### src/rtl/reg_file_pkg.sv
// Shared widths, register types and the zero constant for the multi-port register file.
package reg_file_pkg;
  localparam int DATA_W = 8;
  localparam int ADDR_W = 3;

  typedef logic [ADDR_W-1:0] reg_addr_t;
  typedef logic [DATA_W-1:0] reg_data_t;

  localparam reg_data_t REG_ZERO = '0;
endpackage

### src/rtl/reg_file_mp_if.sv
// Bundle of read, write, reserve and scoreboard signals between decode/writeback and the register file.
interface reg_file_mp_if #(
  parameter int DATA_W = 8,
  parameter int ADDR_W = 3,
  parameter int NUM_RD = 2,
  parameter int NUM_WR = 2
);
  logic [NUM_RD-1:0]        rd_en;
  logic [NUM_RD*ADDR_W-1:0] rd_addr;
  logic [NUM_RD*DATA_W-1:0] rd_data;
  logic [NUM_RD-1:0]        rd_valid;
  logic [NUM_WR-1:0]        wr_en;
  logic [NUM_WR*ADDR_W-1:0] wr_addr;
  logic [NUM_WR*DATA_W-1:0] wr_data;
  logic                     rsv_en;
  logic [ADDR_W-1:0]        rsv_addr;
  logic [(2**ADDR_W)-1:0]   busy;

  modport master (
    output rd_en, rd_addr, wr_en, wr_addr, wr_data, rsv_en, rsv_addr,
    input  rd_data, rd_valid, busy
  );

  modport slave (
    input  rd_en, rd_addr, wr_en, wr_addr, wr_data, rsv_en, rsv_addr,
    output rd_data, rd_valid, busy
  );
endinterface

### src/rtl/reg_file_scoreboard.sv
// Per-register busy scoreboard: reserve sets, writeback clears, reserve wins on a same-cycle clash.
module reg_file_scoreboard #(
  parameter int ADDR_W = reg_file_pkg::ADDR_W,
  parameter int NUM_WR = 2
) (
  input  logic                     clk,
  input  logic                     reset,
  input  logic                     rsv_en,
  input  logic [ADDR_W-1:0]        rsv_addr,
  input  logic [NUM_WR-1:0]        wr_en,
  input  logic [NUM_WR*ADDR_W-1:0] wr_addr,
  output logic [(2**ADDR_W)-1:0]   busy
);
  localparam int DEPTH = 2**ADDR_W;

  logic [DEPTH-1:0] busy_reg;
  logic [DEPTH-1:0] busy_next;

  always_comb begin
    busy_next = busy_reg;
    for (int w = 0; w < NUM_WR; w++) begin
      if (wr_en[w]) begin
        busy_next[wr_addr[w*ADDR_W +: ADDR_W]] = 1'b0;
      end
    end
    // Applied after the clears so a new producer supersedes the retiring one.
    if (rsv_en) begin
      busy_next[rsv_addr] = 1'b1;
    end
    busy_next[0] = 1'b0;
  end

  always_ff @(posedge clk) begin
    if (reset) begin
      busy_reg <= '0;
    end else begin
      busy_reg <= busy_next;
    end
  end

  assign busy = busy_reg;
endmodule

### src/rtl/reg_file_mp.sv
// Multi-port register file with r0 hardwired to zero, registered reads and a busy scoreboard.
// Build option: REG_FILE_MP_BYPASS_EN forwards same-cycle write data to reads of the same address.
module reg_file_mp #(
  parameter int DATA_W = reg_file_pkg::DATA_W,
  parameter int ADDR_W = reg_file_pkg::ADDR_W,
  parameter int NUM_RD = 2,
  parameter int NUM_WR = 2
) (
  input logic         clk,
  input logic         reset,
  reg_file_mp_if.slave bus
);
  import reg_file_pkg::*;

  localparam int DEPTH = 2**ADDR_W;

  logic [DATA_W-1:0] mem_reg [DEPTH];

  // Ascending port order: the last assignment, from the highest-index port, wins.
  always_ff @(posedge clk) begin
    if (reset) begin
      for (int i = 0; i < DEPTH; i++) begin
        mem_reg[i] <= '0;
      end
    end else begin
      for (int w = 0; w < NUM_WR; w++) begin
        if (bus.wr_en[w] && (bus.wr_addr[w*ADDR_W +: ADDR_W] != '0)) begin
          mem_reg[bus.wr_addr[w*ADDR_W +: ADDR_W]] <= bus.wr_data[w*DATA_W +: DATA_W];
        end
      end
    end
  end

  generate
    for (genvar gi = 0; gi < NUM_RD; gi++) begin : g_read_port
      logic [ADDR_W-1:0] addr;
      logic [DATA_W-1:0] rd_data_next;
      logic [DATA_W-1:0] rd_data_reg;
      logic              rd_valid_reg;

      assign addr = bus.rd_addr[gi*ADDR_W +: ADDR_W];

      always_comb begin
        rd_data_next = mem_reg[addr];
`ifdef REG_FILE_MP_BYPASS_EN
        for (int w = 0; w < NUM_WR; w++) begin
          if (bus.wr_en[w] && (bus.wr_addr[w*ADDR_W +: ADDR_W] == addr)) begin
            rd_data_next = bus.wr_data[w*DATA_W +: DATA_W];
          end
        end
`endif
        if (addr == '0) begin
          rd_data_next = DATA_W'(REG_ZERO);
        end
      end

      always_ff @(posedge clk) begin
        if (reset) begin
          rd_data_reg  <= '0;
          rd_valid_reg <= 1'b0;
        end else begin
          rd_valid_reg <= bus.rd_en[gi];
          if (bus.rd_en[gi]) begin
            rd_data_reg <= rd_data_next;
          end
        end
      end

      assign bus.rd_data[gi*DATA_W +: DATA_W] = rd_data_reg;
      assign bus.rd_valid[gi]                 = rd_valid_reg;
    end
  endgenerate

  reg_file_scoreboard #(
    .ADDR_W (ADDR_W),
    .NUM_WR (NUM_WR)
  ) u_scoreboard (
    .clk      (clk),
    .reset    (reset),
    .rsv_en   (bus.rsv_en),
    .rsv_addr (bus.rsv_addr),
    .wr_en    (bus.wr_en),
    .wr_addr  (bus.wr_addr),
    .busy     (bus.busy)
  );
endmodule

### src/flat_wrapper.sv
// flat-port wrapper written by rule: the top's interface ports become plain ports
module reg_file_mp_flat import reg_file_pkg::*;
#(
  parameter int DATA_W = reg_file_pkg::DATA_W,
  parameter int ADDR_W = reg_file_pkg::ADDR_W,
  parameter int NUM_RD = 2,
  parameter int NUM_WR = 2
)
  (clk, reset, bus_rd_en, bus_rd_addr, bus_wr_en, bus_wr_addr, bus_wr_data, bus_rsv_en, bus_rsv_addr, bus_rd_data, bus_rd_valid, bus_busy);
  reg_file_mp_if #(.DATA_W(DATA_W), .ADDR_W(ADDR_W), .NUM_RD(NUM_RD), .NUM_WR(NUM_WR)) bus_i ();
  input logic clk;
  input logic reset;
  input wire logic [$bits(bus_i.rd_en)-1:0] bus_rd_en;
  input wire logic [$bits(bus_i.rd_addr)-1:0] bus_rd_addr;
  input wire logic [$bits(bus_i.wr_en)-1:0] bus_wr_en;
  input wire logic [$bits(bus_i.wr_addr)-1:0] bus_wr_addr;
  input wire logic [$bits(bus_i.wr_data)-1:0] bus_wr_data;
  input wire logic [$bits(bus_i.rsv_en)-1:0] bus_rsv_en;
  input wire logic [$bits(bus_i.rsv_addr)-1:0] bus_rsv_addr;
  output wire logic [$bits(bus_i.rd_data)-1:0] bus_rd_data;
  output wire logic [$bits(bus_i.rd_valid)-1:0] bus_rd_valid;
  output wire logic [$bits(bus_i.busy)-1:0] bus_busy;
  assign bus_i.rd_en = bus_rd_en;
  assign bus_i.rd_addr = bus_rd_addr;
  assign bus_i.wr_en = bus_wr_en;
  assign bus_i.wr_addr = bus_wr_addr;
  assign bus_i.wr_data = bus_wr_data;
  assign bus_i.rsv_en = bus_rsv_en;
  assign bus_i.rsv_addr = bus_rsv_addr;
  assign bus_rd_data = bus_i.rd_data;
  assign bus_rd_valid = bus_i.rd_valid;
  assign bus_busy = bus_i.busy;
  reg_file_mp #(.DATA_W(DATA_W), .ADDR_W(ADDR_W), .NUM_RD(NUM_RD), .NUM_WR(NUM_WR)) u_core (.clk(clk), .reset(reset), .bus(bus_i));
endmodule
### config.mk
export PLATFORM = sky130hd
export DESIGN_NAME = reg_file_mp_flat
export DESIGN_NICKNAME = d
export VERILOG_FILES = /design/src/rtl/reg_file_pkg.sv /design/src/rtl/reg_file_mp_if.sv /design/src/rtl/reg_file_scoreboard.sv /design/src/rtl/reg_file_mp.sv /design/src/flat_wrapper.sv
export SDC_FILE = /design/constraint.sdc
export NUM_CORES = 1
export LEC_CHECK = 0
export ABC_AREA = 1
export BUFFER_PORTS_ARGS = -buffer_cell sky130_fd_sc_hd__buf_4
export CORE_UTILIZATION = 27
export DETAILED_ROUTE_END_ITERATION = 12
export GPL_TIMING_DRIVEN = 0
export PLACE_DENSITY = 0.45
export SLEW_MARGIN = 20
export SYNTH_ARGS = -nofsm -noshare
export SYNTH_HDL_FRONTEND = slang
export SYNTH_SLANG_ARGS = --single-unit
### constraint.sdc
create_clock -name clk -period 3.5 [get_ports clk]
set_input_delay 0.525 -clock clk [delete_from_list [all_inputs] [get_ports clk]]
set_output_delay 0.525 -clock clk [all_outputs]
set_load 0.02 [all_outputs]
* After elaboration in Yosys (flattened, before gate mapping)
Memories as Yosys holds them, arrays and structs flattened. Cells that the tools add are included.
Cells by class: magnitude comparators 6, reduce and logical (&&, ||, !) cells 11, muxes and demuxes 25, bitwise gates (word level) 5
Operator list (number):
- $mux W8 | 7
- $and A8 B8 Y8 | 2
- $not A8 Y8 | 2
- $reduce_or A8 Y1 | 2
- $mux W1 | 13
- $lt A3 B4 Y1 const B | 3
- $demux W1 S3 | 3
- $ge A3 B1 Y1 const B | 3
- $or A8 B8 Y8 | 1
- $logic_not A3 Y1 | 2
- $mux W3 | 2
- $reduce_bool A3 Y1 | 2
- $logic_and A1 B1 Y1 | 5
Word-level totals: logic and storage cells 54, bits in registers 26, output and inout bits 26, bits of input ports 38, memory bits (writable) 64, memories kept 1
Memories:
- u_core.mem_reg | depth 8, width 8, rd ports 2, clocked after Yosys merged registers in 0, wr ports 8, RTL line reg_file_mp.sv:17 | logic [DATA_W-1:0] mem_reg [DEPTH];

* Longest topological paths before layout
Gate-level depths: netlist (run 1).
word-level depth 11, mapped depth 8, gate-level depth less buffers 7

* By module
From an unflattened synthesis (run 1), not the netlist that was laid out.
Unflattened totals: cell total of the unflattened synthesis 563, area total of the unflattened synthesis 4559.4 um2
Modules (own cells, without submodules):
- reg_file_mp | cells an instance 489, instances 1, seq. area each 2042.0 um2, area an instance 4127.7 um2
- reg_file_scoreboard | cells an instance 74, instances 1, seq. area each 140.1 um2, area an instance 431.7 um2

* Worst setup path after synthesis (run 1)
No wires, ideal clock.
path type input -> register, from in bus_wr_addr[3], to mem u_core.mem_reg[1][0], enable pin, setup time 337 ps, stages 5, data required time 3163 ps, path slack 1952 ps, arrival time 1211 ps, buffers on the path 1, cells stage by stage buf_4 -> nand2_1 -> inv_1 -> nand3_2 -> nand3_1
RTL lines:
- start: declaration | RTL line flat_wrapper.sv:16 | input wire logic [$bits(bus_i.wr_addr)-1:0] bus_wr_addr;
- end: declaration | RTL line reg_file_mp.sv:17

==> impl_results.md, run 1 <==
* Routability Congestion at 0.863
* Maximum vdd ir drop at 0.256 mV
* Initial antenna violation count at 0
* Port Buffer Count at 59
* Setup violators final at 0
* Post-Syn Instances at 635
* Num ports at 64
* Clk pin slew, worst setup/hold paths at 0.06 ns
* Pwr per Cell Area at 436 nW/um2
* Total clock sinks at 81
* Fmax at 493 MHz
* CTS tree: built
* Asr flop ratio synth at 0
* Wire length per cell at 17.7 um
* Leakage Power at 2.58 nW
* Gates resized, CTS repair at 0
* Synth warn at 0
* Status: complete, no violations
* CTS buffer count at 9
* First-pass DRT Iterations at 5
* Cell taking the most area after synthesis: edfxtp_1
* Most frequent cells after synthesis: nand2_1 (203), nand3_1 (82), inv_1 (65)
* Pre-CTS WS at 1.13 ns
* Critical path type: primary input to flip-flop
* Vias at 4,556
* Adder-Cell Fraction of Synth Area at 0
* Setup WS post-layout at 1.47 ns
* Count leader, synth: nand2_1
* Seq/Total Area, Yosys at 0.462
* Netlist cell types at 26
* Ant diodes at 0
* Critical path data required time at 3.46 ns
* Total Routing Usage GR at 0.190
* Routed WL at 16,400 um
* Crit start category: primary input
* Post-synth EDFFs at 56
* Initial Util at 0.281
* Global-route wire length before repair at 25,200 um
* Worst Skew at 0.00660 ns
* H-tree levels at 3
* Final hold vios at 0
* Slew @ Worst Pin at 0.702 ns
* CORE AREA at 16,800 um2
* Row count at 47
* Chip height at 134 um
* Syn nets at 673
* R2r startpoint: u_core.mem_reg[7][6]
* Initial DRC Count at 368
* Total setup buffers inserted after CTS at 0
* Max-slew violations at 0
* Synth top area share at 0.356
* Post-Synth Simple-Gate Area at 0.332
* WHS at 0.454 ns
* Worst skew pair latency at 0.35 ns
* CTS Hold Bufs at 0
* Setup crit end kind: flip-flop
* Largest register FFs at 56
* Largest net degree at the start of global routing at 14
* HP Start: bus_rsv_addr[0]
* Dpl hpwl at 12,700 um
* Syn avg cell area at 7.43 um2
* Max-slew headroom at 0.532
* Layout area overhead at 21.3%
* Clk buf depth at 2
* ANT nets after route at 0
* Nets at 743
* Worst-path maximum fanout at 10
* RSZ-0062 raised after global routing: no
* Layout cells sized above 1 at 0.168
* Post-synthesis mux area share at 0
* Worst min path class: primary input to flip-flop
* Main combinational cell family by area after synthesis: simple AND/OR/NAND/NOR gates
* Ranking of synthesized cells by area: edfxtp_1 (36%), nand2_1 (16%), dfxtp_1 (11%), nand3_1 (8.7%), inv_1 (5.2%)
* CP arrival at 1.98 ns
* Die area at 18,000 um2
* Synth Register Bits at 81
* Die W at 134 um
* Crit path time final at 2.03 ns
* Tot Pwr at 2.50 mW
* Final period util at 0.580
* Worst setup path start: reset
* Root Driver: clkbuf_16
* DR vias/cell at 4.90
* Vias in the first global route at 4,324
* Post-synthesis xor/xnor area fraction at 0
* Max-cap violation count at 0
* Remaining Overflow, GRT at 0
* Drt drc at 0
* Synth Area in Compound Gates at 0.108
* Primary FF master, synth: edfxtp_1
* Synth Cell Area at 4720 um2
* Total negative slack at 0 ns
==> cells by family (layout without fill, tap and decap cells) <==
logic type / after synthesis / in the layout
DFF: 81 / 81
other: 1 / 1
buffers and inverters: 99 / 174
and+or+nand+nor: 360 / 360
AOI/OAI and AO/OA: 94 / 94
==> layer usage <==
layer,wire length [um],vias up,global-route usage,share of wire
li1,-,2235,-,-
met1,8120,2117,0.273,0.49
met2,6830,176,0.276,0.42
met3,973,28,0.0355,0.059
met4,514,0,0.0849,0.031
met5,0,-,0,0
==> power by group <==
part           total (mW)  internal [mW]  switching, mW
registers            1.14           1.10         0.0454
clock network       0.959          0.553          0.406
logic               0.395          0.131          0.264
==> cell type report <==
type / instances / area, um2
Tap cell: 220 / 275
Buffer: 27 / 189
Timing Repair Buffer: 59 / 443
Sequential cell: 81 / 2180
Multi-Input combinational cell: 455 / 2080
Fill cell: 1810 / 11100
Clock inverter: 5 / 55.1
Inverter: 72 / 270
Clock buffer: 11 / 233
==> cells in the final DEF, fill, tap and decap left out, drive strengths merged <==
cell and n:
clkinv 3, o21ai 48, nand3b 1, nor2 59, nor3 3, o211ai 3, clkbuf 16, nand2 208
o22ai 24, conb 1, inv 73, nand3 85, nand4 4, buf 81, bufinv 1, edfxtp 56
dfxtp 25, a21oi 19
==> metrics by stage <==
step / std cells / area [um2] / util
after floorplan: 635 / 4720 / -
after global placement: 914 / 5440 / 0.323
after detailed placement: 914 / 5440 / 0.323
after CTS: 930 / 5720 / 0.340
after global routing: 930 / 5720 / 0.340
final: 930 / 5720 / 0.340
==> critical path, stage by stage <==
cell and delay, ns:
buf_4 0.15, inv_2 0.20, clkbuf_1 0.58, nand3_1 0.52
==> worst paths after layout <==
check	slack [ns]	depth (start not counted)	end
setup / recovery	1.47	4	u_core.mem_reg[3][2]
hold / removal	0.45	3	u_core.u_scoreboard.busy[7]
setup reg to reg	2.37	6	u_core.g_read_port[0].rd_data_reg[6]
hold reg to reg	0.45	2	u_core.g_read_port[0].rd_data_reg[2]
(Power assumes the default switching activity.)
==> run 2: changes to the inputs <==
--- a/config.mk
+++ b/config.mk
@@ -10,7 +10,7 @@
 export CORE_UTILIZATION = 27
 export DETAILED_ROUTE_END_ITERATION = 12
 export GPL_TIMING_DRIVEN = 0
-export PLACE_DENSITY = 0.45
+export PLACE_DENSITY = 0.46
 export SLEW_MARGIN = 20
 export SYNTH_ARGS = -nofsm -noshare
 export SYNTH_HDL_FRONTEND = slang
==> constraint.sdc (replaced) <==
create_clock -name clk -period 1.8 [get_ports clk]
set_input_delay 0.27 -clock clk [delete_from_list [all_inputs] [get_ports clk]]
set_output_delay 0.27 -clock clk [all_outputs]
set_load 0.02 [all_outputs]
==> impl_results.md, run 2 (synthesis results as in run 1) <==
* Status: complete, no violations
* Worst-case reg-to-reg path depth at 6
* Worst-path maximum fanout at 18
* DP Area at 5440 um2
* Max-cap violation count at 0
* Pwr per Cell Area at 863 nW/um2
* Clk buf depth at 2
* Routed WL at 16,000 um
* Max-slew headroom at 0.575
* Layout cells sized above 1 at 0.173
* Dpl hpwl at 12,500 um
* Crit path cell chain: buf_4, inv_2, nand3_2, nand3_1
* Slew @ Worst Pin at 0.635 ns
* CP peak stage delay at 0.49 ns
* Critical path's slowest cell: nand3_1
* Final hold vios at 0
* Maximum vdd ir drop at 0.481 mV
* Drt drc at 0
* Chip height at 134 um
* CTS Hold Bufs at 0
* Row count at 47
* Remaining Overflow, GRT at 0
* Port Buffer Count at 59
* Setup crit end kind: flip-flop
* Design Area, Final at 5750 um2
* Flop2flop setup slack at 0.66 ns
* Global-route wire length before repair at 24,600 um
* CTS buffer count at 9
* Wire length per cell at 17.3 um
* Initial Util at 0.281
* # placed instances at 914
* Final period util at 0.851
* Non-filler cells, final at 929
* Clk pin slew, worst setup/hold paths at 0.07 ns
* WP depth at 4
* H-tree levels at 3
* Worst min path class: primary input to flip-flop
* Most frequent cells in the layout: nand2_1 (203), nand3_1 (82), buf_4 (68), inv_1 (65), edfxtp_1 (56)
* Critical R2R Capture: u_core.g_read_port[0].rd_data_reg[1]
* Total negative slack at 0 ns
* R2r startpoint: u_core.mem_reg[5][1]
* Critical path type: primary input to flip-flop
* Worst skew pair latency at 0.35 ns
* Num ports at 64
* CP top delay family: simple AND/OR/NAND/NOR gates
* Commonest non-fill, non-tap cell in the layout: nand2_1
* Crit start category: primary input
* Initial antenna violation count at 0
* Fmax at 653 MHz
* Vias at 4,479
* First-pass DRT Iterations at 5
* CP arrival at 1.52 ns
* Largest register FFs at 56
* DR vias/cell at 4.82
* CORE AREA at 16,800 um2
* ANT nets after route at 0
* Nets at 742
* Layout area overhead at 21.9%
* Routability Congestion at 0.875
* Setup violators final at 0
* Total Routing Usage GR at 0.187
* CTS tree: built
* Ant diodes at 0
* Initial DRC Count at 365
* Critical path data required time at 1.79 ns
* Crit path time final at 1.53 ns
* Root Driver: clkbuf_16
* Worst Skew at 0.00755 ns
* RSZ-0062 raised after global routing: no
* Gates resized, CTS repair at 0
* Vias in the first global route at 4,150
* Die area at 18,000 um2
* Worst setup path start: reset
* Die W at 134 um
* Max-slew violations at 0
* Setup crit end: u_core.mem_reg[2][1]
* Total setup buffers inserted after CTS at 0
* CP bufs+invs at 2
* Largest net degree at the start of global routing at 15
* Leakage Power at 2.59 nW
* Total clock sinks at 81
-- run 2: changes by cell type in the layout (fill, tap and decap cells not counted) --
cell | previous run | this run
clkbuf_1 | 7 | 4
clkinv_1 | 2 | 0
clkinv_4 | 1 | 0
bufinv_16 | 1 | 2
inv_6 | 1 | 0
clkinv_2 | 0 | 1
clkinvlp_4 | 0 | 4
-- run 2: where the power goes --
group | internal (mW) | leakage [nW] | switching (mW)
clock network | 1.21 | 0.144 | 0.765
logic | 0.253 | 1.69 | 0.508
registers | 2.14 | 0.753 | 0.0901
-- run 2: worst min-delay path: cells and delay by family --
kind	cells	cell delay, ns
buffers and inverters	1	0.10
and+or+nand+nor	1	0.08
AOI/OAI and AO/OA	1	0.07
-- run 2: how the worst min path moves through the flow --
stage | from | endpoint | slack (ns) | cells past startpoint
global placement | u_core.g_read_port[0].rd_data_reg[1] | u_core.g_read_port[0].rd_data_reg[1] | 0.44 | 2
floorplan | reset | u_core.g_read_port[0].rd_valid_reg | 0.37 | 1
global route | bus_rsv_addr[0] | u_core.u_scoreboard.busy[7] | 0.21 | 3
CTS | bus_rsv_addr[0] | u_core.u_scoreboard.busy[7] | 0.19 | 3
finish | bus_rsv_addr[0] | u_core.u_scoreboard.busy[7] | 0.20 | 3
detailed placement | u_core.g_read_port[0].rd_data_reg[2] | u_core.g_read_port[0].rd_data_reg[2] | 0.45 | 2
-- run 2: layer usage --
layer	part of all wire	GRT usage
met2	0.42	0.272
met5	0	0
met3	0.060	0.0397
met1	0.49	0.264
met4	0.038	0.0843
-- run 2: area by class of cell --
class	count	area, um2
multi-input combinational	455	2080
buffer	26	185
sequential	81	2180
clock buffer	9	225
inverter	72	270
clock inverter	7	95.1
timing repair buffer	59	443
tap	220	275
fill	1775	11100
-- run 2: metrics by stage --
stage	setup WS, ns	power, mW	hold WS [ns]	util
2_1_floorplan	0.507	2.67	0.375	-
3_3_place_gp	-0.330	3.02	0.443	0.323
3_5_place_dp	-0.303	3.02	0.446	0.323
4_1_cts	0.0586	5.00	0.194	0.342
5_1_grt	0.124	5.17	0.207	0.342
6_report	0.269	4.97	0.200	0.342
==> run 3: changes to the inputs <==
--- a/config.mk
+++ b/config.mk
@@ -7,10 +7,11 @@
 export LEC_CHECK = 0
 export ABC_AREA = 1
 export BUFFER_PORTS_ARGS = -buffer_cell sky130_fd_sc_hd__buf_4
+export CAP_MARGIN = 10
 export CORE_UTILIZATION = 27
 export DETAILED_ROUTE_END_ITERATION = 12
 export GPL_TIMING_DRIVEN = 0
-export PLACE_DENSITY = 0.46
+export PLACE_DENSITY = 0.48
 export SLEW_MARGIN = 20
 export SYNTH_ARGS = -nofsm -noshare
 export SYNTH_HDL_FRONTEND = slang
==> impl_results.md, run 3 (synthesis results as in run 1) <==
* Die W at 134 um
* Largest register FFs at 56
* Initial antenna violation count at 0
* Maximum vdd ir drop at 0.458 mV
* Fmax at 572 MHz
* Routed WL at 16,100 um
* Crit path time final at 1.75 ns
* Vias in the first global route at 4,197
* Die area at 18,000 um2
* Flop2flop setup slack at 0.64 ns
* Commonest non-fill, non-tap cell in the layout: nand2_1
* Hold path endpoint: u_core.u_scoreboard.busy[3]
* Layout cells sized above 1 at 0.173
* Critical R2R Capture: u_core.g_read_port[0].rd_data_reg[5]
* Max-slew violations at 0
* Clk pin slew, worst setup/hold paths at 0.07 ns
* Total setup buffers inserted after CTS at 0
* Wire length per cell at 17.3 um
* Pwr per Cell Area at 835 nW/um2
* Num ports at 64
* Total clock sinks at 81
* Worst Skew at 0.0130 ns
* Final hold vios at 0
* Gates resized, CTS repair at 0
* Worst-case reg-to-reg path depth at 6
* WHS at 0.208 ns
* Worst-path maximum fanout at 10
* Leakage Power at 2.58 nW
* Max-cap violation count at 0
* Row count at 47
* Routability Congestion at 0.899
* Total Routing Usage GR at 0.185
* CTS tree: built
* Tot Pwr at 4.77 mW
* Layout area overhead at 21.2%
* Max-slew headroom at 0.521
* Worst skew pair latency at 0.35 ns
* Crit start category: primary input
* First-pass DRT Iterations at 4
* Dpl hpwl at 12,500 um
* CTS Hold Bufs at 0
* Clk buf depth at 2
* Nets at 743
* HP Start: bus_rsv_addr[0]
* DR vias/cell at 4.83
* Global-route wire length before repair at 24,500 um
* Root Driver: clkbuf_16
* Worst min path class: primary input to flip-flop
* RSZ-0062 raised after global routing: no
* Largest net degree at the start of global routing at 17
* H-tree levels at 3
* Remaining Overflow, GRT at 0
* Initial Util at 0.281
* Setup violators final at 0
* Ant diodes at 0
* Final period util at 0.971
* Vias at 4,492
* Status: complete, no violations
* Most frequent cells in the layout: nand2_1 (203), nand3_1 (82), buf_4 (68), inv_1 (65), edfxtp_1 (56)
* ANT nets after route at 0
* Initial DRC Count at 332
* Slew @ Worst Pin at 0.719 ns
* Setup crit end kind: flip-flop
* CTS buffer count at 9
* Critical path data required time at 1.77 ns
* CP arrival at 1.71 ns
* Final Util at 0.340
* R2r startpoint: u_core.mem_reg[7][5]
* Fillers at 1,804
* Chip height at 134 um
* Hold path cells at 3
* Port Buffer Count at 59
* CORE AREA at 16,800 um2
* Critical path type: primary input to flip-flop
* Drt drc at 0
-- run 3: how the worst max path moves through the flow --
stage / startpoint / to / slack, ns / cells past startpoint
6_report: reset / u_core.mem_reg[3][5] / 0.05 / 4
3_3_place_gp: reset / u_core.mem_reg[3][4] / -0.29 / 4
5_1_grt: reset / u_core.mem_reg[3][5] / 0.02 / 4
2_1_floorplan: bus_wr_addr[3] / u_core.mem_reg[1][0] / 0.51 / 5
3_5_place_dp: reset / u_core.mem_reg[3][2] / -0.28 / 4
4_1_cts: reset / u_core.mem_reg[3][1] / 0.08 / 4
-- run 3: area by class of cell --
type | count | area, um2 | share of cell area
buffer | 27 | 189 | 0.0330
clock buffer | 9 | 225 | 0.0394
clock inverter | 7 | 58.8 | 0.0103
inverter | 72 | 270 | 0.0472
multi-input combinational | 455 | 2080 | 0.363
sequential | 81 | 2180 | 0.381
tap | 220 | 275 | 0.0481
timing repair buffer | 59 | 443 | 0.0774
-- run 3: per-stage QoR --
stage	worst slack, ns	instances	setup TNS (ns)	area [um2]
floorplan	0.507	635	0	4720
global placement	-0.295	914	-8.26	5440
detailed placement	-0.276	914	-7.63	5440
CTS	0.0813	930	0	5720
global route	0.0198	930	0	5720
finish	0.0521	930	0	5720
-- run 3: power breakdown --
| group | internal (mW) | switching [mW] |
|---|---|---|
| Clock | 0.962 | 0.822 |
| Combinational | 0.254 | 0.511 |
| Sequential | 2.14 | 0.0888 |
-- run 3: worst max-delay path, stage by stage --
cell      delay [ns]
buf_4           0.15
inv_2           0.21
clkbuf_1        0.59
nand3_1         0.49
-- run 3: metal layers --
metal | track usage | up-vias | share of wire
li1 | - | 2236 | -
met1 | 0.261 | 2037 | 0.49
met2 | 0.272 | 201 | 0.42
met3 | 0.0423 | 18 | 0.067
met4 | 0.0718 | 0 | 0.030
met5 | 0 | - | 0
